==> src/rtl/uart_tx_pkg.sv <==
// Shared definitions for the UART blocks: FSM state encoding, frame constants and
// the clocks-per-bit derivation.
package uart_tx_pkg;

   typedef enum logic [1:0] {
      StIdle  = 2'd0,
      StStart = 2'd1,
      StData  = 2'd2,
      StStop  = 2'd3
   } uart_state_e;

   localparam int unsigned DataBits = 8;
   localparam int unsigned StopBits = 1;

   localparam logic [2:0] LastDataBit = 3'(DataBits - 1);
   localparam logic [2:0] LastStopBit = 3'(StopBits - 1);

   function automatic int unsigned clks_per_bit(input int unsigned clk_hz,
                                                input int unsigned baud);
      return clk_hz / baud;
   endfunction

   // Keeps the baud counter at least one bit wide when a bit lasts a single clock.
   function automatic int unsigned cnt_width(input int unsigned n);
      return (n > 1) ? $clog2(n) : 1;
   endfunction

endpackage

==> src/rtl/uart_tx_fifo.sv <==
// Synchronous circular FIFO buffering bytes for uart_tx. Depth must be a power of two;
// pointers wrap naturally and the occupancy count carries one extra bit.
module uart_tx_fifo #(
   parameter int unsigned Depth = 4,
   parameter int unsigned Width = 8
) (
   input  logic             clk_i,
   input  logic             rst_ni,
   input  logic             push_i,
   input  logic [Width-1:0] din_i,
   input  logic             pop_i,
   output logic [Width-1:0] dout_o,
   output logic             full_o,
   output logic             empty_o
);

   localparam int unsigned PtrW = $clog2(Depth);
   localparam logic [PtrW:0] DepthCnt = (PtrW + 1)'(Depth);

   logic [Width-1:0] mem_q [Depth];
   logic [Width-1:0] mem_d [Depth];
   logic [PtrW-1:0]  wr_ptr_q, wr_ptr_d;
   logic [PtrW-1:0]  rd_ptr_q, rd_ptr_d;
   logic [PtrW:0]    count_q, count_d;
   logic             do_push, do_pop;

   assign full_o  = (count_q == DepthCnt);
   assign empty_o = (count_q == '0);
   assign dout_o  = mem_q[rd_ptr_q];

   assign do_push = push_i && !full_o;
   assign do_pop  = pop_i && !empty_o;

   always_comb begin
      mem_d    = mem_q;
      wr_ptr_d = wr_ptr_q;
      rd_ptr_d = rd_ptr_q;
      count_d  = count_q;
      if (do_push) begin
         mem_d[wr_ptr_q] = din_i;
         wr_ptr_d        = wr_ptr_q + 1'b1;
      end
      if (do_pop) begin
         rd_ptr_d = rd_ptr_q + 1'b1;
      end
      unique case ({do_push, do_pop})
         2'b10:   count_d = count_q + 1'b1;
         2'b01:   count_d = count_q - 1'b1;
         default: count_d = count_q;
      endcase
   end

   always_ff @(posedge clk_i) begin
      if (!rst_ni) begin
         wr_ptr_q <= '0;
         rd_ptr_q <= '0;
         count_q  <= '0;
      end else begin
         wr_ptr_q <= wr_ptr_d;
         rd_ptr_q <= rd_ptr_d;
         count_q  <= count_d;
      end
   end

   always_ff @(posedge clk_i) begin
      mem_q <= mem_d;
   end

endmodule

==> src/rtl/uart_tx.sv <==
// Memory-mapped 8N1 UART transmitter. Define UART_TX_FIFO_EN for a FIFO_DEPTH-entry
// buffer; otherwise a single holding register buffers one byte.
module uart_tx
   import uart_tx_pkg::*;
#(
   parameter int unsigned CLK_HZ     = 100000000,
   parameter int unsigned BAUD       = 115200,
   parameter int unsigned FIFO_DEPTH = 4
) (
   input  logic       CLK100MHZ,
   input  logic       ck_rst,
   input  logic       wr_en,
   input  logic [7:0] wr_data,
   output logic       full,
   output logic       busy,
   output logic       uart_rxd_out
);

   localparam int unsigned ClksPerBit = clks_per_bit(CLK_HZ, BAUD);
   localparam int unsigned CntW       = cnt_width(ClksPerBit);
   localparam logic [CntW-1:0] CntLast = CntW'(ClksPerBit - 1);

   uart_state_e     state_q, state_d;
   logic [CntW-1:0] baud_cnt_q, baud_cnt_d;
   logic [2:0]      bit_cnt_q, bit_cnt_d;
   logic [7:0]      shift_q, shift_d;
   logic            line_q, line_d;

   logic            push, pop;
   logic            buf_empty;
   logic [7:0]      buf_dout;
   logic            baud_wrap;

   // full is the registered status, so a pop in the same cycle cannot admit a write.
   assign push = wr_en && !full;

`ifdef UART_TX_FIFO_EN
   uart_tx_fifo #(
      .Depth (FIFO_DEPTH),
      .Width (8)
   ) u_fifo (
      .clk_i   (CLK100MHZ),
      .rst_ni  (ck_rst),
      .push_i  (push),
      .din_i   (wr_data),
      .pop_i   (pop),
      .dout_o  (buf_dout),
      .full_o  (full),
      .empty_o (buf_empty)
   );
`else
   logic [7:0] hold_q, hold_d;
   logic       hold_vld_q, hold_vld_d;
   logic       unused_fifo_depth;

   assign unused_fifo_depth = ^FIFO_DEPTH;

   always_comb begin
      hold_d     = hold_q;
      hold_vld_d = hold_vld_q;
      if (pop) begin
         hold_vld_d = 1'b0;
      end
      if (push) begin
         hold_d     = wr_data;
         hold_vld_d = 1'b1;
      end
   end

   always_ff @(posedge CLK100MHZ) begin
      if (!ck_rst) begin
         hold_q     <= '0;
         hold_vld_q <= 1'b0;
      end else begin
         hold_q     <= hold_d;
         hold_vld_q <= hold_vld_d;
      end
   end

   assign full      = hold_vld_q;
   assign buf_empty = !hold_vld_q;
   assign buf_dout  = hold_q;
`endif

   assign baud_wrap = (baud_cnt_q == CntLast);

   always_ff @(posedge CLK100MHZ) begin
      if (!ck_rst) begin
         state_q    <= StIdle;
         baud_cnt_q <= '0;
         bit_cnt_q  <= '0;
         shift_q    <= '0;
         line_q     <= 1'b1;
      end else begin
         state_q    <= state_d;
         baud_cnt_q <= baud_cnt_d;
         bit_cnt_q  <= bit_cnt_d;
         shift_q    <= shift_d;
         line_q     <= line_d;
      end
   end

   always_comb begin
      state_d = state_q;
      unique case (state_q)
         StIdle:  if (!buf_empty) state_d = StStart;
         StStart: if (baud_wrap) state_d = StData;
         StData:  if (baud_wrap && bit_cnt_q == LastDataBit) state_d = StStop;
         StStop: begin
            if (baud_wrap && bit_cnt_q == LastStopBit) begin
               state_d = buf_empty ? StIdle : StStart;
            end
         end
         default: state_d = StIdle;
      endcase
   end

   always_comb begin
      pop        = 1'b0;
      baud_cnt_d = baud_wrap ? '0 : baud_cnt_q + 1'b1;
      bit_cnt_d  = bit_cnt_q;
      shift_d    = shift_q;
      unique case (state_q)
         StIdle: begin
            baud_cnt_d = '0;
            if (!buf_empty) begin
               pop       = 1'b1;
               shift_d   = buf_dout;
               bit_cnt_d = '0;
            end
         end
         StStart: if (baud_wrap) bit_cnt_d = '0;
         StData: begin
            if (baud_wrap) begin
               shift_d   = shift_q >> 1;
               bit_cnt_d = (bit_cnt_q == LastDataBit) ? 3'd0 : bit_cnt_q + 3'd1;
            end
         end
         StStop: begin
            if (baud_wrap) begin
               if (bit_cnt_q == LastStopBit) begin
                  bit_cnt_d = '0;
                  if (!buf_empty) begin
                     pop     = 1'b1;
                     shift_d = buf_dout;
                  end
               end else begin
                  bit_cnt_d = bit_cnt_q + 3'd1;
               end
            end
         end
         default: ;
      endcase

      // Line is registered from the next state so it changes on the same edge as the FSM.
      line_d = 1'b1;
      unique case (state_d)
         StStart: line_d = 1'b0;
         StData:  line_d = shift_d[0];
         default: line_d = 1'b1;
      endcase
   end

   assign busy         = (state_q != StIdle) || !buf_empty;
   assign uart_rxd_out = line_q;

endmodule

==> config.mk <==
export PLATFORM = sky130hd
export DESIGN_NAME = uart_tx
export DESIGN_NICKNAME = d
export VERILOG_FILES = /design/src/rtl/uart_tx_pkg.sv /design/src/rtl/uart_tx_fifo.sv /design/src/rtl/uart_tx.sv
export SDC_FILE = /design/constraint.sdc
export NUM_CORES = 1
export LEC_CHECK = 0
export CAP_MARGIN = 20
export CORE_ASPECT_RATIO = 1.2
export CORE_MARGIN = 1
export CORE_UTILIZATION = 25
export DETAILED_ROUTE_END_ITERATION = 8
export DONT_BUFFER_PORTS = 1
export MAX_ROUTING_LAYER = met4
export PLACE_DENSITY = 0.39
export SYNTH_ARGS = -nofsm -noshare
export SYNTH_HDL_FRONTEND = slang
export SYNTH_HIERARCHICAL = 1
export SYNTH_SLANG_ARGS = --single-unit
==> constraint.sdc <==
create_clock -name CLK100MHZ -period 2.32 [get_ports CLK100MHZ]
set_input_delay 0.464 -clock CLK100MHZ [delete_from_list [all_inputs] [get_ports CLK100MHZ]]
set_output_delay 0.464 -clock CLK100MHZ [all_outputs]
set_load 0.005 [all_outputs]
### Yosys cells after proc, flatten, opt, wreduce, memory -nomap -nowiden

Cells that the tools add are included.

* flip-flop bits (word level): 33
* bits in latches: 0
* memory bits (writable): 0
* memory bits (read-only): 0
* bits of input ports: 11
* output and inout port bits: 3
* logic and storage cells: 61
* memories kept: 0

* add/subtract/negate cells: 2
* multiply operators: 0
* div/mod/pow operators: 0
* order comparisons: 0
* eq/ne operators: 12
* shifts and indexed selects: 0
* multiplexer cells: 25
* bitwise operators: 1
* reduce and logical (&&, ||, !) cells: 13

Operator list (number)
* $mux W8: 4
* $pmux W8 S3: 1
* $mux W3: 6
* $pmux W3 S4: 1
* $add A10 B1 Y10 const B: 1
* $eq A10 B10 Y1 const B: 1
* $ne A2 B2 Y1 const B: 5
* $mux W2: 4
* $pmux W2 S4: 1
* $reduce_and A4 Y1: 2
* $eq A2 B2 Y1 const B: 3
* $mux W1: 6
* $eq A2 B1 Y1 const B: 2
* $pmux W1 S2: 2
* $reduce_bool A2 Y1: 2
* $add A3 B1 Y3 const B: 1
* $eq A3 B3 Y1 const B: 1
* $logic_and A1 B1 Y1: 3
* $logic_not A3 Y1: 1
* $reduce_bool A3 Y1: 1
* $reduce_or A3 Y1: 1
* $logic_not A2 Y1: 1
* $logic_not A1 Y1: 1
* $logic_or A1 B1 Y1: 1
* $not A1 Y1: 1

### Logic depth before layout (Yosys ltp)

* word-level depth: 6
* mapped depth: 8
* gate-level depth less buffers: 8

### Least setup slack after synthesis

No wires, ideal clock.

* kind: reg-to-reg
* start: register state_q[0]
* end: register bit_cnt_q[0]
* library setup time: 65 ps
* arrival time: 1760 ps
* required time: 2255 ps
* path slack: 495 ps
* stages on the path, launching flop included: 7
* buffers on the path: 0
* period minus slack after synthesis: 1825 ps
* cell sequence: dfxtp_1 -> inv_1 -> ha_1 -> or3_1 -> a21oi_1 -> mux2_1 -> nor2_1

* cells in the longest elaborated chain, start to end: 3
* elaborated cells on any way between the ends: 10
* classes of those cells: eq/ne (7); mux (1); reduce/logical (2)

RTL lines
* start, declared: RTL line uart_tx.sv:23 `uart_state_e state_q, state_d;`
* start signal, assigned: RTL line uart_tx.sv:89 `state_q <= StIdle;`
* start signal, assigned: RTL line uart_tx.sv:95 `state_q <= state_d;`
* $eq A2 B1 Y1, or another cell as far along: RTL line uart_tx.sv:123 `unique case (state_q)`
* $ne A2 B2 Y1 (no source line)
* $reduce_and A4 Y1 (no source line)
* end signal, assigned: RTL line uart_tx.sv:97 `bit_cnt_q <= bit_cnt_d;`
* end, declared: RTL line uart_tx.sv:25 `logic [2:0] bit_cnt_q, bit_cnt_d;`

Several ways; a longest one is shown, not always the timed one.
A chain may end at the register's enable or synchronous reset.

### Worst setup path in the final report

Ends and elaborated chain as after synthesis.

==> PnR_summary.wiki <==
{| class="wikitable"
! Metric !! Value
|-
| Status || finished clean
|-
| Number of DRC markers in iteration 0 || 32
|-
| Cell area after placement || 0.00190 mm²
|-
| IR drop worst, VDD || around 0.00028 V
|-
| Kind of cell adding the most delay to the critical path || simple AND/OR/NAND/NOR gates
|-
| CTS tree || built
|-
| Number of placed I/O pins || 14
|-
| Register-to-register path setup slack || 170 ps
|-
| Reported leakage power || just over 0.7 nW
|-
| Startpoint type of the worst setup path || register
|-
| Die height || roughly 95 µm
|-
| Max-Slew Margin vs Limit || 66.0%
|-
| Latest clock arrival within the worst-skew pair || a little under 300 ps
|-
| Share of cells above drive strength 1 || a little over an eighth
|-
| Total clock buffers created by CTS || 5
|-
| Global-route usage over all layers || approximately 13%
|-
| Cell chosen for the clock root || clkbuf_8
|-
| Master of the slowest instance on the critical path || dfxtp_1
|-
| DP Wirelength || between 3 and 4 mm
|-
| Number of buffers and inverters on the critical path || 1
|-
| Power share of the sequential group || between 40% and 50%
|-
| Maximum level of the CTS H-tree || 2
|-
| Critical path class || reg -> reg
|-
| Setup-violating endpoint count in the final report || 0
|-
| R2r startpoint || state_q[0]
|-
| Register clock-pin slew on the reported worst setup and hold paths || 80 ps
|-
| Final Skew || roughly 11 ps
|-
| Commonest register cell after synthesis || dfxtp_1
|-
| Proportion of power drawn by the clock network || 35.8%
|-
| Unrepaired setup endpoints after global routing || false
|-
| Fill cell count || between 700 and 800
|-
| Sw Share || between 30% and 40%
|-
| Largest stage delay, worst path || 470 ps
|-
| WL final || about 4.1 mm
|-
| Initial antenna violation count || 0
|-
| Horiz. Die Dim || about 79 µm
|-
| Areal power density over the cells || 776 mW/mm²
|-
| Number of hold-repair buffers added at the cts stage || 0
|-
| Power Internal || around 1.1 mW
|-
| Worst setup path endpoint || bit_cnt_q[0]
|-
| Post-cts gate resize count || 0
|-
| Count of cell instances traversed by the critical path || 6
|-
| Count of final max-slew check failures || 0
|-
| Cell area after technology mapping || between 0.0015 and 0.002 mm²
|-
| Total net switching power || 0.472 mW
|-
| Arrival time reported for the critical path endpoint || between 2000 and 2500 ps
|-
| Max Clock Freq || ~470 MHz
|-
| Worst EP required || 2540 ps
|-
| Post CTS Setup Buffer Count || 0
|-
| Worst reg2reg path depth || 6
|-
| Worst Path Max Fanout || 7
|-
| Sequential-to-total area share from yosys stat || between 30% and 40%
|-
| CTS Buffer Depth || 2
|-
| Share of flip-flops with an asynchronous set or reset after synthesis || 0%
|-
| Num rows || 33
|-
| Layout net count || 230
|-
| Proportion of power drawn by combinational gates || 22.1%
|-
| Final routed DRC violation total || 0
|-
| Total Die Area || 0.00751 mm²
|-
| Number of flops mapped to enable cells by yosys || 0
|-
| First-pass iteration count of the detailed router || 4
|-
| Routed vias || ~1.4k
|-
| Number of sinks handled by clock tree synthesis || 33
|-
| Core Region || 0.00690 mm²
|-
| Final GP Congestion || between 0.7 and 0.8
|-
| Routed wire per std cell || between 10 and 15 µm
|-
| Count of nets left with antenna violations after detail routing || 0
|-
| Synthesized netlist net count || ~230
|-
| Final Hold Fails || 0
|-
| Synth Register Bits || 33
|-
| Clock period minus worst slack || about 2200 ps
|-
| Post-synthesis area per instance || roughly 8.7 µm²
|-
| Buffers on Ports || 0
|-
| Synth unique cells || 46
|-
| ANT cells || 0
|-
| Pin count of the biggest net entering global routing || 16
|-
| Fin Setup TNS || 0 ps
|-
| Classification of the worst-slack hold path || in -> reg
|-
| Share of the cycle needed by the critical path after routing || 92.7%
|-
| Syn. warnings || 6
|-
| Worst setup path startpoint || state_q[0]
|-
| Final design instance area without fill || approximately 0.0020 mm²
|-
| Initial cell density of the core || between 20% and 30%
|-
| Cell breakdown of the critical path || inv_1 > ha_1 > or3_1 > a21oi_1 > mux2_1 > nor2_1
|-
| Wire length of the first global-routing pass || roughly 7.0 mm
|-
| Crit. End Element || register
|-
| Transition time of the tightest slew-check pin || around 500 ps
|-
| Number of global-route vias before repair || 1437
|-
| Maxcap violations || 0
|-
| Cells after Synth || 205
|-
| Cell depth of the worst hold path || 2
|-
| Number of vias per cell || roughly 4.8
|-
| Critical R2R Capture || bit_cnt_q[0]
|-
| Grt ovf || 0
|-
| Relative area change from synthesis to final layout || 12.6%
|}
==> worst register-to-register path, stage by stage (launching register included) <==
cell,delay (ps)
dfxtp_1,470
inv_1,140
ha_1,300
or3_1,410
a21oi_1,330
mux2_1,360
nor2_1,80
==> cell families after synthesis <==
| group | count (synthesis) | synth area share [%] |
|---|---|---|
| XOR/XNOR | 8 | 3.91 |
| AO/OA/AOI/OAI | 50 | 17.8 |
| AND/OR/NAND/NOR | 78 | 24.5 |
| adder cells (fa/ha/maj) | 9 | 6.29 |
| buffers and inverters | 17 | 4.47 |
| multiplexers | 10 | 6.15 |
| flip-flops | 33 | 36.9 |
==> how the worst min path moves through the flow <==
stage | from | to | slack (ps)
after global routing | wr_data[7] | buf_dout[7] | 290
after detailed placement | buf_dout[6] | buf_dout[6] | 440
final | wr_data[4] | buf_dout[4] | 290
after floorplan | baud_cnt_q[0] | baud_cnt_q[0] | 430
after CTS | wr_data[2] | buf_dout[2] | 290
after global placement | buf_dout[6] | buf_dout[6] | 440
==> cells in the mapped netlist, drive strengths merged (2+ instances only) <==
cell	number	area share, %
o22ai	2	0.70
nand4	2	0.70
nor2b	6	2.1
clkbuf	5	1.0
xnor2	5	2.4
and3b	2	0.98
nand3	5	1.4
dfxtp	33	37
and2	4	1.4
o21ai	12	3.4
nor4	3	1.9
buf	4	1.7
a21oi	19	5.3
or3	2	0.70
mux2i	2	1.1
nor2	19	4.0
xor2	3	1.5
nor3	2	0.84
ha	9	6.3
mux2	8	5.0
nand2b	3	1.0
a311oi	2	0.98
a22oi	6	2.5
nand2	21	4.4
nor3b	2	1.4
a41oi	2	0.98
inv	8	1.7
nor4b	2	0.98
==> final cells by class <==
cell class	count	area [µm²]	area share, %
Tap cell	87	109	5.40
Timing Repair Buffer	7	52.6	2.61
Clock inverter	3	46.3	2.30
Multi-Input combinational cell	155	1050	52.0
Sequential cell	33	661	32.8
Clock buffer	5	68.8	3.41
Inverter	8	30.0	1.49
==> power groups by stage <==
stage	logic (mW)	registers, mW	clock network [mW]
2_1_floorplan	0.266	0.661	0
3_3_place_gp	0.351	0.672	0
3_5_place_dp	0.351	0.671	0
4_1_cts	0.353	0.658	0.580
5_1_grt	0.383	0.667	0.607
6_report	0.346	0.659	0.560
==> through the flow <==
stage	std cells	power, mW	setup WS [ps]	utilization (%)	hold slack (ps)
2_1_floorplan	205	0.927	495	-	430
3_3_place_gp	290	1.02	211	27.6	442
3_5_place_dp	290	1.02	208	27.6	445
4_1_cts	298	1.59	176	29.3	289
5_1_grt	298	1.66	9.86	29.3	288
6_report	298	1.57	170	29.3	293
==> routing by layer <==
| metal | wire (µm) | vias up | track usage [%] | part of all wire (%) |
|---|---|---|---|---|
| met5 | 0 | - | - | 0 |
| li1 | - | 734 | - | - |
| met2 | 2040 | 20 | 20.7 | 49 |
| met4 | 64 | 0 | 5.45 | 1.6 |
| met3 | 114 | 6 | 2.61 | 2.8 |
| met1 | 1910 | 678 | 14.9 | 46 |
==> cells in the final DEF (no fill, tap or decap), types with 3 or more instances in the layout <==
master / count
mux2_2: 6
nor2_1: 19
a22oi_1: 6
nand2_1: 21
o21ai_1: 4
buf_4: 7
nand2b_1: 3
xor2_1: 3
inv_1: 8
clkbuf_8: 5
ha_1: 9
xnor2_1: 5
and2_1: 4
nor2b_1: 6
nand3_1: 5
a21oi_1: 19
dfxtp_1: 33
o21ai_0: 8
==> flip-flops by register name, indices dropped and copies added (netlist names) <==
register / count
buf_dout: 8
bit_cnt_q: 3
full: 1
baud_cnt_q: 10
uart_rxd_out: 1
shift_q: 8
state_q: 2
(Power assumes the default switching activity.)
